$ cat config.mk
export PLATFORM = sky130hd
export DESIGN_NAME = lab_access_ctrl_flat
export DESIGN_NICKNAME = d
export VERILOG_FILES = /design/src/rtl/lab_access_ctrl_if.sv /design/src/rtl/lab_access_ctrl.sv /design/src/flat_wrapper.sv
export SDC_FILE = /design/constraint.sdc
export NUM_CORES = 1
export LEC_CHECK = 0
export ABC_AREA = 1
export BUFFER_PORTS_ARGS = -buffer_cell sky130_fd_sc_hd__buf_2
export CORE_MARGIN = 8
export CORE_UTILIZATION = 58
export DETAILED_ROUTE_END_ITERATION = 8
export GPL_ROUTABILITY_DRIVEN = 1
export PLACE_DENSITY = 0.83
export SYNTH_ARGS = -nofsm -noshare
export SYNTH_HDL_FRONTEND = slang
export SYNTH_SLANG_ARGS = --single-unit
$ cat constraint.sdc
create_clock -name CLK -period 3.7 [get_ports CLK]
set_input_delay 0.185 -clock CLK [delete_from_list [all_inputs] [get_ports CLK]]
set_output_delay 0.185 -clock CLK [all_outputs]
set_load 0.005 [all_outputs]
$ cat src/rtl/lab_access_ctrl_if.sv
// Card-reader command bus and per-lab door/status outputs of lab_access_ctrl.
// The master drives commands; the slave (controller) drives counts and indications.
interface lab_access_ctrl_if #(
  parameter int unsigned NUM_LABS = 2,
  parameter int unsigned CAP      = 30,
  parameter int unsigned CODE_W   = 5
) ();
  localparam int unsigned CNT_W = $clog2(CAP + 1);
  localparam int unsigned SEL_W = (NUM_LABS > 1) ? $clog2(NUM_LABS) : 1;

  logic [CODE_W-1:0]         smartCode;
  logic [SEL_W-1:0]          labSel;
  logic [1:0]                mode;
  logic [NUM_LABS*CNT_W-1:0] numOfStu;
  logic [NUM_LABS-1:0]       unlock;
  logic [NUM_LABS-1:0]       restrictionWarn;
  logic [NUM_LABS-1:0]       fullWarn;
  logic [NUM_LABS-1:0]       exitErr;
  logic                      selErr;
  logic [NUM_LABS-1:0]       isFull;
  logic [NUM_LABS-1:0]       isEmpty;

  modport master (
    output smartCode, labSel, mode,
    input  numOfStu, unlock, restrictionWarn, fullWarn, exitErr, selErr, isFull, isEmpty
  );

  modport slave (
    input  smartCode, labSel, mode,
    output numOfStu, unlock, restrictionWarn, fullWarn, exitErr, selErr, isFull, isEmpty
  );
endinterface

$ cat src/rtl/lab_access_ctrl.sv
// Multi-lab occupancy/door controller: one enter/exit/clear command per cycle on lab labSel.
// Optional parity restriction above FREE_CAP is enabled by defining LAB_ACCESS_RESTRICT_EN.
module lab_access_ctrl #(
  parameter int unsigned NUM_LABS = 2,
  parameter int unsigned CAP      = 30,
  parameter int unsigned FREE_CAP = 15,
  parameter int unsigned CODE_W   = 5
) (
  input  logic             CLK,
  input  logic             RST_N,
  lab_access_ctrl_if.slave bus
);
  localparam int unsigned CNT_W = $clog2(CAP + 1);
  localparam int unsigned SEL_W = (NUM_LABS > 1) ? $clog2(NUM_LABS) : 1;
`ifdef LAB_ACCESS_RESTRICT_EN
  localparam bit RESTRICT_EN = 1'b1;
`else
  localparam bit RESTRICT_EN = 1'b0;
`endif
  // Below this count entry is unconditional; with the rule disabled it reaches CAP.
  localparam int unsigned OPEN_LIM = RESTRICT_EN ? FREE_CAP : CAP;

  typedef enum logic [1:0] {
    MODE_EXIT  = 2'b00,
    MODE_ENTER = 2'b01,
    MODE_IDLE  = 2'b10,
    MODE_CLEAR = 2'b11
  } mode_e;

  typedef logic [CNT_W-1:0] cnt_t;

  cnt_t                cnt_q [NUM_LABS];
  cnt_t                cnt_d [NUM_LABS];
  logic [NUM_LABS-1:0] unlock_q, unlock_d;
  logic [NUM_LABS-1:0] restr_warn_q, restr_warn_d;
  logic [NUM_LABS-1:0] full_warn_q, full_warn_d;
  logic [NUM_LABS-1:0] exit_err_q, exit_err_d;
  logic                sel_err_q, sel_err_d;
  logic [NUM_LABS-1:0] is_full_q, is_full_d;
  logic [NUM_LABS-1:0] is_empty_q, is_empty_d;
  logic                parity;
  mode_e               cmd;
  logic [NUM_LABS*CNT_W-1:0] num_of_stu;

  always_comb begin
    cnt_d        = cnt_q;
    unlock_d     = '0;
    restr_warn_d = '0;
    full_warn_d  = '0;
    exit_err_d   = '0;
    sel_err_d    = 1'b0;
    parity       = ^bus.smartCode;
    cmd          = mode_e'(bus.mode);

    if (cmd != MODE_IDLE) begin
      if ({1'b0, bus.labSel} >= (SEL_W + 1)'(NUM_LABS)) begin
        sel_err_d = 1'b1;
      end else begin
        for (int unsigned i = 0; i < NUM_LABS; i++) begin
          if (bus.labSel == SEL_W'(i)) begin
            unique case (cmd)
              MODE_ENTER: begin
                if (cnt_q[i] == CNT_W'(CAP)) begin
                  full_warn_d[i] = 1'b1;
                end else if (cnt_q[i] < CNT_W'(OPEN_LIM) || parity != i[0]) begin
                  cnt_d[i]    = cnt_q[i] + CNT_W'(1);
                  unlock_d[i] = 1'b1;
                end else begin
                  restr_warn_d[i] = 1'b1;
                end
              end
              MODE_EXIT: begin
                if (cnt_q[i] != '0) begin
                  cnt_d[i]    = cnt_q[i] - CNT_W'(1);
                  unlock_d[i] = 1'b1;
                end else begin
                  exit_err_d[i] = 1'b1;
                end
              end
              MODE_CLEAR: cnt_d[i] = '0;
              default: ;
            endcase
          end
        end
      end
    end

    // Flags are derived from the next count so they stay aligned with numOfStu.
    for (int unsigned i = 0; i < NUM_LABS; i++) begin
      is_full_d[i]  = (cnt_d[i] == CNT_W'(CAP));
      is_empty_d[i] = (cnt_d[i] == '0);
    end
  end

  always_ff @(posedge CLK or negedge RST_N) begin
    if (!RST_N) begin
      cnt_q        <= '{default: '0};
      unlock_q     <= '0;
      restr_warn_q <= '0;
      full_warn_q  <= '0;
      exit_err_q   <= '0;
      sel_err_q    <= 1'b0;
      is_full_q    <= '0;
      is_empty_q   <= '1;
    end else begin
      cnt_q        <= cnt_d;
      unlock_q     <= unlock_d;
      restr_warn_q <= restr_warn_d;
      full_warn_q  <= full_warn_d;
      exit_err_q   <= exit_err_d;
      sel_err_q    <= sel_err_d;
      is_full_q    <= is_full_d;
      is_empty_q   <= is_empty_d;
    end
  end

  always_comb begin
    num_of_stu = '0;
    for (int unsigned i = 0; i < NUM_LABS; i++) begin
      num_of_stu[i*CNT_W +: CNT_W] = cnt_q[i];
    end
  end

  assign bus.numOfStu        = num_of_stu;
  assign bus.unlock          = unlock_q;
  assign bus.restrictionWarn = RESTRICT_EN ? restr_warn_q : '0;
  assign bus.fullWarn        = full_warn_q;
  assign bus.exitErr         = exit_err_q;
  assign bus.selErr          = sel_err_q;
  assign bus.isFull          = is_full_q;
  assign bus.isEmpty         = is_empty_q;
endmodule
$ cat src/flat_wrapper.sv
// flat-port wrapper written by rule: the top's interface ports become plain ports
module lab_access_ctrl_flat 
#(
  parameter int unsigned NUM_LABS = 2,
  parameter int unsigned CAP      = 30,
  parameter int unsigned FREE_CAP = 15,
  parameter int unsigned CODE_W   = 5
)
  (CLK, RST_N, bus_smartCode, bus_labSel, bus_mode, bus_numOfStu, bus_unlock, bus_restrictionWarn, bus_fullWarn, bus_exitErr, bus_selErr, bus_isFull, bus_isEmpty);
  lab_access_ctrl_if #(.NUM_LABS(NUM_LABS), .CAP(CAP), .CODE_W(CODE_W)) bus_i ();
  input  logic CLK;
  input  logic RST_N;
  input wire logic [$bits(bus_i.smartCode)-1:0] bus_smartCode;
  input wire logic [$bits(bus_i.labSel)-1:0] bus_labSel;
  input wire logic [$bits(bus_i.mode)-1:0] bus_mode;
  output wire logic [$bits(bus_i.numOfStu)-1:0] bus_numOfStu;
  output wire logic [$bits(bus_i.unlock)-1:0] bus_unlock;
  output wire logic [$bits(bus_i.restrictionWarn)-1:0] bus_restrictionWarn;
  output wire logic [$bits(bus_i.fullWarn)-1:0] bus_fullWarn;
  output wire logic [$bits(bus_i.exitErr)-1:0] bus_exitErr;
  output wire logic [$bits(bus_i.selErr)-1:0] bus_selErr;
  output wire logic [$bits(bus_i.isFull)-1:0] bus_isFull;
  output wire logic [$bits(bus_i.isEmpty)-1:0] bus_isEmpty;
  assign bus_i.smartCode = bus_smartCode;
  assign bus_i.labSel = bus_labSel;
  assign bus_i.mode = bus_mode;
  assign bus_numOfStu = bus_i.numOfStu;
  assign bus_unlock = bus_i.unlock;
  assign bus_restrictionWarn = bus_i.restrictionWarn;
  assign bus_fullWarn = bus_i.fullWarn;
  assign bus_exitErr = bus_i.exitErr;
  assign bus_selErr = bus_i.selErr;
  assign bus_isFull = bus_i.isFull;
  assign bus_isEmpty = bus_i.isEmpty;
  lab_access_ctrl #(.NUM_LABS(NUM_LABS), .CAP(CAP), .FREE_CAP(FREE_CAP), .CODE_W(CODE_W)) u_core (.CLK(CLK), .RST_N(RST_N), .bus(bus_i));
endmodule
==> flow_summary.toml, run 1 <==
[worst_setup_path]
endpoint_kind = "flop"
required_ns = 3.91
r2r_cells = 11
cp_max_fo = 6
start_kind = "flop"
worst_ep_arrival_time_ns = 2.07
crit_type = "reg -> reg"

[timing]
fin_crit_sh = 0.504
timing.final.crit_period_ns = 1.86
setup_tns_ns = 0
finalSetupViolCount = 0
hold_viol = 0
tightest_slew_ns = 0.795
slew_viol_final = 0
rsz0062_at_grt = "no"
finalWorstSetupSlack_ns = 1.84
slew_headroom = 0.468
clock_skew_ns = 0.00326
fmax_ghz = 0.537

[power]
p_per_area_nw_per_um2 = 474
total_power_mw = 0.818
leakage_nw = 0.977
vdd_ir_drop_max_mv = 0.497

[logic_synthesis]
synth_area_sq_um = 1530
yosysMostFrequentCell = "nand2_1"
netlist_instances = 216
synth_top_area_share = 0.294
synthArstFlopShare = 1.00
yosysWarnings = 0
ys_seq_area_frac = 0.328
synth_flop_cell = "dfrtp_1"
synth.distinct_cells = 30
ys_seq_elements = 20
synth_area_leader_cell = "dfrtp_1"
syn_avg_cell_area_sq_um = 7.10
synthTopCellsByCount = "54 x nand2_1, 27 x inv_1, 25 x nand3_1"
synthTopCellsByArea = "dfrtp_1 29%, nand2_1 13%, nand3_1 8.2%"
synth_edf_count = 0

[floorplanning]
row_count = 18
dieHeight_microns = 67.4
die_area_sq_um = 4550
core-area_sq_um = 2500
die_w_microns = 67.4
num_io_pins = 33
start_util = 0.614

[cells_and_area]
fin_util = 0.691
num_antenna_cells = 0
fin_nets = 262
stdcell_count = 275
fillCellCount = 222
drive_gt1_frac = 0.241
areaGrowthSynthToFinish_pct = 12.6

[clocking]
clkSinkCount = 20
htree_levels = 1
cts_buffers = 3
tritoncts = "built"
cts_buffer_depth = 2
cts_resized = 0
cts_setup_buffers = 0
cts-root-buf = "clkbuf_4"
clk_latency_ns = 0.30
cts_hold_buffers = 1
clk_pin_slew_ns = 0.11

[detailed_routing]
drt-pass1-iter-count = 4
drcViolationCount = 0
routedWlPerCell_microns = 13.0
via_per_inst = 5.24
routed_wl_microns = 3580
drtIter0Drc = 75
postRouteAntennaNets = 0
vias = 1441

[grt]
antenna_found_initial = 0
grt_util_all_layers = 0.165
grt_pass1_wl_microns = 5910
grt_max_degree = 21
grt_overflow = 0
first_global_vias = 1358

[run]
maxCapViolCount = 0

[worst_hold_path]
hold_path_class = "in -> reg"
holdPathStages = 2

[place]
portBuffers = 29
finalWeightedCongestion = 0.935
dp_hpwl_microns = 2720
place_inst = 270
post-place-ws_ns = 1.88

[outcome]
status = "finished, final reports clean"
sequential cells by signal, indices dropped and copies added, names as in the netlist:
name                 cells
u_core.bus.exitErr       2
u_core.bus.unlock        2
u_core.bus.isEmpty       2
u_core.bus.fullWarn      2
u_core.bus.isFull        2
u_core.bus.numOfStu     10
layer usage:
| metal | global-route usage | vias up | wire, microns |
|---|---|---|---|
| li1 | - | 729 | - |
| met1 | 0.175 | 663 | 1440 |
| met2 | 0.305 | 41 | 1870 |
| met3 | 0.0414 | 8 | 198 |
| met4 | 0.0679 | 0 | 66 |
| met5 | 0 | - | 0 |
area by class of cell:
cell class / instances / area (sq um) / share of cell area
Timing Repair Buffer: 30 / 155 / 0.0899
Clock buffer: 3 / 22.5 / 0.0130
Sequential cell: 20 / 503 / 0.291
Inverter: 35 / 134 / 0.0775
Clock inverter: 1 / 30.0 / 0.0174
Multi-Input combinational cell: 156 / 845 / 0.489
Tap cell: 30 / 37.5 / 0.0217
cells in the final DEF, fill, tap and decap left out:
| cell | instances |
|---|---|
| o21ai_0 | 3 |
| o21ai_1 | 4 |
| dfstp_2 | 2 |
| nor2_2 | 4 |
| o22ai_1 | 1 |
| nand3b_1 | 1 |
| nand4_1 | 3 |
| inv_4 | 1 |
| xor2_1 | 8 |
| nor3_4 | 1 |
| inv_1 | 27 |
| dfrtp_1 | 18 |
| or2_1 | 2 |
| nor2_1 | 15 |
| a21oi_2 | 3 |
| bufinv_16 | 1 |
| a211oi_1 | 1 |
| buf_2 | 29 |
| inv_2 | 7 |
| nor3_1 | 2 |
| a31oi_1 | 1 |
| nand2_1 | 54 |
| o21ai_2 | 2 |
| xnor2_1 | 4 |
| ha_1 | 6 |
| nand3_1 | 25 |
| dlygate4sd3_1 | 1 |
| clkbuf_4 | 3 |
| nand2_2 | 4 |
| conb_1 | 3 |
| nand3_2 | 2 |
| a21oi_1 | 7 |
worst paths after layout:
| check | start | endpoint | slack (ns) |
|---|---|---|---|
| max reg2reg | u_core.bus.numOfStu[1] | u_core.bus.isFull[0] | 1.84 |
| min | bus_labSel | u_core.bus.exitErr[0] | 0.15 |
| max in group asynchronous | RST_N | u_core.bus.isEmpty[1] | 3.02 |
| max | u_core.bus.numOfStu[1] | u_core.bus.isFull[0] | 1.84 |
| min in group asynchronous | RST_N | u_core.bus.numOfStu[0] | 0.35 |
| min reg2reg | u_core.bus.numOfStu[9] | u_core.bus.exitErr[1] | 0.75 |
report_power, final:
| group | switching (mW) | internal (mW) |
|---|---|---|
| Sequential | 0.0612 | 0.251 |
| Combinational | 0.196 | 0.133 |
| Clock | 0.0678 | 0.110 |
per-stage QoR:
stage | hold slack (ns) | cell area [sq um]
after floorplan | -0.111 | 1540
after global placement | 0.138 | 1660
after detailed placement | 0.147 | 1660
after CTS | 0.146 | 1730
after global routing | 0.151 | 1730
final | 0.152 | 1730
kinds of logic after synthesis:
group | after synthesis | synth area share
and+or+nand+nor | 113 | 0.338
buffers and inverters | 42 | 0.126
AOI/OAI and AO/OA | 22 | 0.0873
DFF | 20 | 0.328
xor gates and xnor gates | 12 | 0.0685
adders and majority gates | 6 | 0.0489
other | 1 | 0.00244
worst max-delay path: stages, from the launching register on:
cell     delay, ns
dfrtp_1       0.48
inv_1         0.19
ha_1          0.24
nand4_1       0.14
nand2_1       0.14
inv_1         0.09
a21oi_1       0.16
nand2_1       0.07
nand2_1       0.11
nor2_1        0.05
nand2_1       0.08
nor2_2        0.03
No activity file was read; power rests on OpenSTA's default activity.
==> inputs of run 2 (changes only) <==
- ABC_AREA: 1 -> 0
- CORE_UTILIZATION: 58 -> 54
- PLACE_DENSITY: 0.83 -> 0.78
- clock period: 3.7 -> 1.9 ns (I/O delays scaled with it)
==> run 2 against run 1 <==
Compared with the run above: the run now ends with setup timing left; total power rose to 3.2 times the previous value; largest cell class unchanged; clock skew is 0.0010 ns higher; first-iteration DRC count grew to 3.0 times the previous value; sequential power is 90% higher; register-to-register slack worse by 2.0 ns; largest power group unchanged; final cell count grew 1.5%; critical endpoint unchanged; sequential cell count unchanged; synthesized area rose by 1.5%; design area is 29% higher; global-route usage grew 4.4 points.
==> flow_summary.toml, run 2 <==
[timing]
fin_crit_sh = 1.10
rsz0062_at_grt = "yes"
fmax_ghz = 0.480
finalSetupViolCount = 7
tightest_slew_ns = 0.511
clock_skew_ns = 0.00430
slew_headroom = 0.658
finalWorstSetupSlack_ns = -0.184
hold_viol = 0
slew_viol_final = 0
timing.final.crit_period_ns = 2.08

[logic_synthesis]
synth_flop_cell = "dfrtp_1"
yosysWarnings = 0
ys_seq_area_frac = 0.323
synthTopCellsByArea = "dfrtp_1 29%, ha_1 4.8%, nor3_1 3.5%"
syn_avg_cell_area_sq_um = 8.60
netlist_instances = 181
yosysMostFrequentCell = "dfrtp_1"
synthArstFlopShare = 1.00
synth_top_family_by_area = "simple AND/OR/NAND/NOR gates"
synth_edf_count = 0
ys_seq_elements = 20
synthTopCellsByCount = "18 x dfrtp_1, 11 x nor3_1, 10 x inv_1"
yosys.area_share.xor_xnor = 0.0257
synth.mux.area_fraction = 0
synth_top_area_share = 0.289
synth.distinct_cells = 58
synth-simple-area-share = 0.274
synth_area_leader_cell = "dfrtp_1"
synth_area_sq_um = 1560
synth_adder_area_share = 0.0482
synth_compound_area_frac = 0.240

[worst_setup_path]
cp_max_fo = 6
worst_ep_arrival_time_ns = 2.28
crit_type = "reg -> reg"
crit_slowest_cell = "or4b_4"
crit_buf_inv = 2
r2r-start = "u_core.bus.numOfStu[0]"
cpPeakStageDelay_ns = 0.52
endpoint_kind = "flop"
start_kind = "flop"
r2r-end = "u_core.bus.isFull[0]"
required_ns = 2.10
path_cells = "clkinv_4 > ha_4 > or4b_4 > a311oi_2 > o22ai_1 > o21ai_1 > buf_4 > nor3_1 > and3b_1"
r2r_cells = 9
crit_family = "simple AND/OR/NAND/NOR gates"
r2r_slack_ns = -0.18

[floorplanning]
core-area_sq_um = 2760
dieHeight_microns = 69.7
start_util = 0.564
die_area_sq_um = 4860
die_w_microns = 69.7
row_count = 19
num_io_pins = 33

[power]
vdd_ir_drop_max_mv = 1.44
leakage_nw = 1.04
p_per_area_nw_per_um2 = 1190
total_power_mw = 2.64

[cells_and_area]
fillCellCount = 178
layout_commonest_cell = "buf_4"
regArea_sq_um = 503
multi_input_comb_area_sq_um = 1080
drive_gt1_frac = 0.456
num_antenna_cells = 0
largest_register_ff_count = 10
areaGrowthSynthToFinish_pct = 43.2
fin_nets = 265
layout.cells.most_common_list = "45 x buf_4, 29 x buf_2, 18 x dfrtp_1, 9 x nor3_1, 9 x nand3_1"
stdcell_count = 279

[detailed_routing]
drcViolationCount = 0
via_per_inst = 6.74
drt-pass1-iter-count = 6
drtIter0Drc = 223
routedWlPerCell_microns = 20.1
postRouteAntennaNets = 0
routed_wl_microns = 5620
vias = 1881

[clocking]
htree_levels = 1
tritoncts = "built"
cts-root-buf = "clkbuf_4"
cts_buffer_depth = 2
clkSinkCount = 20
clk_pin_slew_ns = 0.11
cts_buffers = 3
clk_latency_ns = 0.29

[outcome]
violations = "setup timing"
status = "complete, but fails checks"

[grt]
grt_overflow = 0
grt_util_all_layers = 0.209
antenna_found_initial = 0
grt_max_degree = 21
grt_pass1_wl_microns = 8640
first_global_vias = 1806

[place]
dp_hpwl_microns = 3590
finalWeightedCongestion = 0.917
portBuffers = 29
place_inst = 261

[worst_hold_path]
min_to = "u_core.bus.fullWarn[1]"
holdPathStages = 3
min_from = "bus_labSel"
hold_path_class = "in -> reg"

[run]
maxCapViolCount = 0
run 2: logic make-up (layout without fill, tap and decap cells):
group | after synthesis | count (layout)
xor gates and xnor gates | 3 | 3
other | 1 | 3
DFF | 20 | 20
and+or+nand+nor | 70 | 71
buffers and inverters | 28 | 92
adders and majority gates | 6 | 6
AOI/OAI and AO/OA | 53 | 53
run 2: worst max path at each step:
stage / to / slack (ns) / start / depth (start not counted)
floorplan: u_core.bus.isFull[0] / -0.24 / u_core.bus.numOfStu[1] / 10
global placement: u_core.bus.isFull[0] / -0.16 / u_core.bus.numOfStu[1] / 8
detailed placement: u_core.bus.isFull[0] / -0.21 / u_core.bus.numOfStu[0] / 8
CTS: u_core.bus.isEmpty[1] / -0.16 / u_core.bus.numOfStu[5] / 7
global route: u_core.bus.isEmpty[0] / -0.25 / u_core.bus.numOfStu[0] / 8
finish: u_core.bus.isFull[0] / -0.18 / u_core.bus.numOfStu[0] / 9
run 2: what timing repair did:
| action | in CTS | in global routing |
|---|---|---|
| setup endpoints to repair | 8 | 10 |
| setup buffers | 5 | 7 |
| gates resized for setup | 13 | 13 |
| cloned | 1 | 0 |
| hold buffers | 1 | 0 |
| endpoints found under the hold margin | 18 | 0 |
| pin swaps | 5 | 7 |
run 2: area by class of cell:
| cell class | count | share of cell area |
|---|---|---|
| clock buffers | 4 | 0.0163 |
| inverters | 11 | 0.0230 |
| well taps | 31 | 0.0174 |
| multi-input cells | 136 | 0.486 |
| repair buffers | 77 | 0.231 |
| flip-flops and latches | 20 | 0.226 |
run 2: power by group:
| part | internal (mW) | switching (mW) | leakage [nW] | total [mW] |
|---|---|---|---|---|
| clock network | 0.117 | 0.125 | 0.0210 | 0.242 |
| logic | 0.874 | 0.935 | 0.755 | 1.81 |
| registers | 0.528 | 0.0647 | 0.263 | 0.592 |
| total | 1.52 | 1.13 | 1.04 | 2.64 |
run 2: through the flow:
step                      hold WS, ns  TNS, ns  area (sq um)   util  setup WS, ns
final                           0.173   -0.919          2230  0.808        -0.184
after global routing            0.170    -1.38          2230  0.808        -0.255
after detailed placement       0.0561   -0.787          1980  0.719        -0.208
after global placement         0.0377   -0.441          1980  0.719        -0.159
after CTS                       0.144   -0.615          2120  0.770        -0.162
after floorplan                -0.201   -0.854          1650      -        -0.236
run 2: tightest hold or removal path, delay by kind of cell:
family                 cells  cell delay, ns
and+or+nand+nor            2            0.19
buffers and inverters      1            0.15
run 2: metal layers:
layer  vias to the layer above  wire length [microns]  track usage
met4                         0                    201       0.0781
li1                        826                      -            -
met3                        36                    415       0.0501
met2                       131                   2990        0.392
met1                       888                   2010        0.217
met5                         -                      0            0
